$ cat src/rtl/alu_mismatch_monitor.sv
// Compares a reference ALU against an ALU under test, counts vectors/mismatches/triggers
// and keeps mismatching vectors in a show-ahead record FIFO.
//   state  | meaning
//   IDLE   | not accepting vectors, waiting for start
//   RUN    | accepting vectors
//   HALTED | stopped after a mismatch with halt_en set, waiting for start
module alu_mismatch_monitor #(
   parameter int FIFO_DEPTH = 8,
   parameter int CNT_W      = 16
) (
   input  logic                          clk,
   input  logic                          rst,
   input  logic                          start,
   input  logic                          clear,
   input  logic                          halt_en,
   input  logic                          in_valid,
   output logic                          in_ready,
   input  logic [3:0]                    in_a,
   input  logic [3:0]                    in_b,
   input  logic [1:0]                    in_op,
   input  logic [3:0]                    clean_res,
   input  logic [3:0]                    trojan_res,
   input  logic [2:0]                    clean_flg,
   input  logic [2:0]                    trojan_flg,
   input  logic                          rd_en,
   output logic                          rd_valid,
   output logic [23:0]                   rd_data,
   output logic [CNT_W-1:0]              test_count,
   output logic [CNT_W-1:0]              mismatch_count,
   output logic [CNT_W-1:0]              trigger_count,
   output logic [CNT_W-1:0]              drop_count,
   output logic [$clog2(FIFO_DEPTH):0]   fifo_level,
   output logic [1:0]                    state_o
);

   localparam int AW = $clog2(FIFO_DEPTH);
   localparam logic [AW:0] LVL_FULL = (AW+1)'(FIFO_DEPTH);

   typedef enum logic [1:0] {
      S_IDLE   = 2'b00,
      S_RUN    = 2'b01,
      S_HALTED = 2'b10
   } state_t;

   state_t           r_state;
   state_t           w_state_nxt;

   logic             r_s1_valid;
   logic             r_s1_mis;
   logic [23:0]      r_s1_rec;

   logic [23:0]      r_mem [FIFO_DEPTH];
   logic [AW-1:0]    r_wptr;
   logic [AW-1:0]    r_rptr;
   logic [AW:0]      r_level;

   logic [CNT_W-1:0] r_test_cnt;
   logic [CNT_W-1:0] r_mis_cnt;
   logic [CNT_W-1:0] r_trig_cnt;
   logic [CNT_W-1:0] r_drop_cnt;

   logic             w_accept;
   logic             w_mis_in;
   logic             w_push;
   logic             w_full;
   logic             w_pop;
   logic             w_wr;
   logic             w_drop;
   logic             w_trig;

   function automatic logic [CNT_W-1:0] f_sat_inc(input logic [CNT_W-1:0] v);
      return (&v) ? v : v + CNT_W'(1);
   endfunction

   assign in_ready = (r_state == S_RUN) && !(r_s1_valid && r_s1_mis && halt_en);
   assign w_accept = in_valid && in_ready && !clear;
   assign w_mis_in = (clean_res != trojan_res) || (clean_flg != trojan_flg);

   // Stage 2 is the edge after acceptance: counting, pushing and halting happen there.
   assign w_push = r_s1_valid && r_s1_mis;
   assign w_trig = r_s1_rec[23:14] == {4'hF, 4'hF, 2'b00};
   assign w_full = (r_level == LVL_FULL);
   assign w_pop  = rd_en && rd_valid;
   assign w_wr   = w_push && (!w_full || w_pop);
   assign w_drop = w_push && w_full && !w_pop;

   always_comb begin
      w_state_nxt = r_state;
      if (clear) begin
         w_state_nxt = S_IDLE;
      end else begin
         case (r_state)
            S_IDLE:   if (start) w_state_nxt = S_RUN;
            S_RUN:    if (w_push && halt_en) w_state_nxt = S_HALTED;
            S_HALTED: if (start) w_state_nxt = S_RUN;
            default:  w_state_nxt = S_IDLE;
         endcase
      end
   end

   always_ff @(posedge clk or posedge rst) begin
      if (rst) begin
         r_state    <= S_IDLE;
         r_s1_valid <= 1'b0;
         r_s1_mis   <= 1'b0;
         r_s1_rec   <= '0;
      end else begin
         r_state    <= w_state_nxt;
         r_s1_valid <= w_accept;
         if (w_accept) begin
            r_s1_mis <= w_mis_in;
            r_s1_rec <= {in_a, in_b, in_op, clean_res, clean_flg, trojan_res, trojan_flg};
         end
      end
   end

   always_ff @(posedge clk or posedge rst) begin
      if (rst) begin
         r_test_cnt <= '0;
         r_mis_cnt  <= '0;
         r_trig_cnt <= '0;
         r_drop_cnt <= '0;
      end else if (clear) begin
         r_test_cnt <= '0;
         r_mis_cnt  <= '0;
         r_trig_cnt <= '0;
         r_drop_cnt <= '0;
      end else if (r_s1_valid) begin
         r_test_cnt <= f_sat_inc(r_test_cnt);
         if (r_s1_mis) r_mis_cnt  <= f_sat_inc(r_mis_cnt);
         if (w_trig)   r_trig_cnt <= f_sat_inc(r_trig_cnt);
         if (w_drop)   r_drop_cnt <= f_sat_inc(r_drop_cnt);
      end
   end

   always_ff @(posedge clk or posedge rst) begin
      if (rst) begin
         r_wptr  <= '0;
         r_rptr  <= '0;
         r_level <= '0;
      end else if (clear) begin
         r_wptr  <= '0;
         r_rptr  <= '0;
         r_level <= '0;
      end else begin
         if (w_wr)  r_wptr <= r_wptr + AW'(1);
         if (w_pop) r_rptr <= r_rptr + AW'(1);
         case ({w_wr, w_pop})
            2'b10:   r_level <= r_level + (AW+1)'(1);
            2'b01:   r_level <= r_level - (AW+1)'(1);
            default: r_level <= r_level;
         endcase
      end
   end

   // When full with a simultaneous pop, wptr equals rptr: the head is read out this
   // cycle before the new record overwrites its slot.
   always_ff @(posedge clk) begin
      if (!clear && w_wr) r_mem[r_wptr] <= r_s1_rec;
   end

   assign rd_valid       = (r_level != '0);
   assign rd_data        = rd_valid ? r_mem[r_rptr] : 24'h0;
   assign fifo_level     = r_level;
   assign test_count     = r_test_cnt;
   assign mismatch_count = r_mis_cnt;
   assign trigger_count  = r_trig_cnt;
   assign drop_count     = r_drop_cnt;
   assign state_o        = r_state;

endmodule

$ cat config.mk
export PLATFORM = sky130hd
export DESIGN_NAME = alu_mismatch_monitor
export DESIGN_NICKNAME = d
export VERILOG_FILES = /design/src/rtl/alu_mismatch_monitor.sv
export SDC_FILE = /design/constraint.sdc
export NUM_CORES = 1
export LEC_CHECK = 0
export ABC_CLOCK_PERIOD_IN_PS = 8100
export BUFFER_PORTS_ARGS = -buffer_cell sky130_fd_sc_hd__buf_2
export CORE_ASPECT_RATIO = 1.5
export CORE_MARGIN = 2
export CORE_UTILIZATION = 35
export DETAILED_ROUTE_END_ITERATION = 10
export PLACE_DENSITY = 0.58
export SYNTH_ARGS = -nofsm -noshare
export SYNTH_HDL_FRONTEND = slang
export SYNTH_SLANG_ARGS = --single-unit
$ cat constraint.sdc
create_clock -name clk -period 8.1 [get_ports clk]
set_input_delay 0.405 -clock clk [delete_from_list [all_inputs] [get_ports clk]]
set_output_delay 0.405 -clock clk [all_outputs]
set_load 0.05 [all_outputs]
==> flow_summary.toml <==
[power_and_ir_drop]
peakVddDrop_uv = 135
totalPowerFinal_mw = 3.36
leakage_nw = 5.41
power_density_mw_per_mm2 = 228

[setup_path]
cp_max_fo = 50
crit_required_ns = 7.70
startpoint_type = "register"
worstPathArrival_ns = 2.94
critPathKind = "reg2out"
startpoint = "r_rptr[0]$_DFFE_PP0P_"
r2r_start = "fifo_level[0]$_DFFE_PP0P_"
end_kind = "primary output"
r2r_setup_slack_ns = 4.95

[sta]
post-route-min-period_ns = 3.34
rsz0062_at_grt = "no"
max_freq_ghz = 0.299
drv_slew = 0
worst_slew_margin_rel_pct = 31.6
fin_tns_setup_ns = 0
tightest_slew_ns = 1.03
finalCritPeriodShare_pct = 41.3
fin_worst_skew_ns = 0.0106
finalHoldViolCount = 0
setup_viol_count_final = 0

[floorplan]
fp.dieW_um = 159
std_cell_rows = 85
die_y_um = 236
boundaryPins = 127
core_area_mm2 = 0.0357
initial_core_util_pct = 35.2
die_area_mm2 = 0.0375

[outcome]
status = "finished, final reports clean"

[logic_synthesis]
ys_seq_area_share_pct = 66.1
synth-main-ff-cell = "edfxtp_1"
synth_edf_count = 192
syn_area_mm2 = 0.0126
ys_types = 68
synth_cells = 828
synth_async_sr_flop_share_pct = 34.7
ys_ff_latch = 294
synth_warnings = 0
syn_area_per_cell_um2 = 15.2
syn_nets = 867

[clock_network]
cts_sinks = 294
cts_root_buf = "clkbuf_16"
cts_repair_resize_count = 0
clk_latency_ns = 0.56
clkSlewWorstSetupHoldPaths_ns = 0.07
htreeDepth = 1
cts_tree = "yes"
cts_buffers = 30
max-clock-path-buffers = 3

[layout]
multiInputGateArea_mm2 = 0.00411
areaGrowthSynthToFinish_pct = 17.3
antenna_cells = 0
final_core_util_pct = 41.3
layout.nets = 1002
fillers = 3361
regArea_mm2 = 0.00832
drive_gt1_share_pct = 27.4

[place]
place.port_buffers = 126
finalWeightedCongestion = 0.775
dp_hpwl_um = 18100

[global_routing]
grt_start_max_net_pins = 83
grt_pass1_vias = 7844
antenna_found_initial = 1
grt-ovfl-total = 0
grt_pass1_wl_um = 45400
grt_use_total_pct = 15.4

[routing]
vias = 7425
post_drt_wl_per_cell_um = 19.3
drt-total-wl_um = 28300
first_pass_iters = 4
ant_nets = 0
drcViolationCount = 0
vias_per_cell = 5.07
drtIter0Drc = 425

[worst_hold_path]
hold_start = "in_b[0]"
hold_class = "in2reg"

[run]
drv_cap = 0
-- metrics by stage --
stage | hold WS [ns] | worst slack [ns] | cells | cell area [um2]
3_3_place_gp | 0.522 | 4.95 | 1408 | 13800
6_report | 0.0670 | 4.76 | 1464 | 14800
3_5_place_dp | 0.520 | 4.89 | 1408 | 13800
2_1_floorplan | 0.533 | 4.46 | 828 | 12600
5_1_grt | 0.0449 | 4.56 | 1464 | 14800
4_1_cts | 0.0398 | 4.64 | 1464 | 14800
-- path summary, 6_finish.rpt --
| path | cells past startpoint | endpoint |
|---|---|---|
| worst max-delay path | 4 | rd_data[21] |
| worst min-delay path | 2 | r_s1_rec[16]$_DFFE_PP0P_ |
| worst max register to register | 10 | fifo_level[3]$_DFFE_PP0P_ |
| worst min register to register | 1 | test_count[8]$_DFFE_PP0P_ |
| max in group asynchronous | 4 | r_s1_rec[21]$_DFFE_PP0P_ |
| min in group asynchronous | 3 | drop_count[8]$_DFFE_PP0P_ |
-- where the power goes --
| part | total (mW) | leakage (nW) | internal (mW) | switching [mW] |
|---|---|---|---|---|
| registers | 1.85 | 3.10 | 1.73 | 0.115 |
| clock network | 1.36 | 0.471 | 0.789 | 0.567 |
| logic | 0.161 | 1.84 | 0.0655 | 0.0951 |
-- state kept, by name (all words and copies together) (netlist names), 3 cells and up --
| register | count |
|---|---|
| drop_count | 16 |
| fifo_level | 4 |
| mismatch_count | 16 |
| r_mem | 192 |
| r_rptr | 3 |
| r_s1_rec | 24 |
| r_wptr | 3 |
| test_count | 16 |
| trigger_count | 16 |
-- kinds of logic (layout without fill, tap and decap cells) --
kind of cell,count (synthesis),in the layout,share of synthesized area [%]
DFF,294,294,66.1
and+or+nand+nor,244,244,10.2
muxes,104,104,13.3
AOI/OAI and AO/OA,75,75,4.16
xor gates and xnor gates,55,55,3.83
buffers and inverters,48,206,1.65
adders and majority gates,8,8,0.795
-- repair_timing --
action	in CTS	in global routing
setup buffers	0	0
hold buffers	1	0
setup endpoints to repair	0	0
endpoints found under the hold margin	42	0
-- layout make-up --
| class | count | area share (%) |
|---|---|---|
| tap | 478 | 4.05 |
| clock inverter | 21 | 1.22 |
| timing repair buffer | 139 | 4.95 |
| multi-input combinational | 486 | 27.8 |
| clock buffer | 34 | 5.33 |
| sequential | 294 | 56.3 |
| inverter | 12 | 0.322 |
-- critical path, stage by stage (launching register included) --
cell     delay [ns]
dfrtp_4        1.11
mux4_2         0.63
mux2i_1        0.29
nor2_1         0.08
buf_2          0.25
-- Yosys cell counts, types with 5 or more instances --
cell type / number / area [um2]
nand2b_1: 7 / 43.8
a31oi_1: 10 / 62.6
nor4_1: 7 / 43.8
o211ai_1: 6 / 45.0
or4_1: 5 / 37.5
mux2_2: 7 / 78.8
nand2_1: 22 / 82.6
nand3_1: 22 / 110
nand4_1: 22 / 138
ha_1: 8 / 100
nor3_1: 15 / 75.1
dfrtp_1: 102 / 2550
buf_2: 7 / 35.0
edfxtp_1: 192 / 5770
o21ai_0: 7 / 35.0
mux4_2: 48 / 1080
nor2_1: 99 / 372
o2111ai_1: 5 / 43.8
mux2i_1: 30 / 300
inv_1: 11 / 41.3
a21oi_1: 21 / 105
and3_1: 5 / 31.3
xor2_1: 29 / 254
mux2_1: 19 / 214
xnor2_1: 26 / 228
buf_1: 6 / 22.5
clkbuf_1: 20 / 75.1
or3_1: 7 / 43.8
-- routing by layer --
layer  track usage (%)  vias up  wire length, um
met2              28.6      163            15300
met4              3.33        2              341
met3              3.01       22             1510
met5                 0        -               13
li1                  -     3451                -
met1              18.4     3787            11100
-- placed cells by master, fill, tap and decap left out, drive strengths merged, types with 5 or more instances in the layout --
| cell | Yosys | final |
|---|---|---|
| xnor2 | 26 | 26 |
| nor3 | 17 | 17 |
| or3 | 8 | 8 |
| edfxtp | 192 | 192 |
| dfrtp | 102 | 102 |
| mux4 | 48 | 48 |
| nand3 | 22 | 22 |
| ha | 8 | 8 |
| o211ai | 6 | 6 |
| a21oi | 21 | 21 |
| inv | 12 | 13 |
| nand4 | 23 | 23 |
| o2111ai | 5 | 5 |
| nor4 | 9 | 9 |
| nand2b | 7 | 7 |
| nand2 | 22 | 22 |
| xor2 | 29 | 29 |
| and3 | 6 | 6 |
| nor2 | 101 | 101 |
| o21ai | 13 | 13 |
| or4 | 6 | 6 |
| clkinv | 0 | 14 |
| mux2 | 26 | 26 |
| buf | 16 | 138 |
| mux2i | 30 | 30 |
| clkbuf | 20 | 34 |
| a31oi | 10 | 10 |
Power figures use the tool's default switching activity.
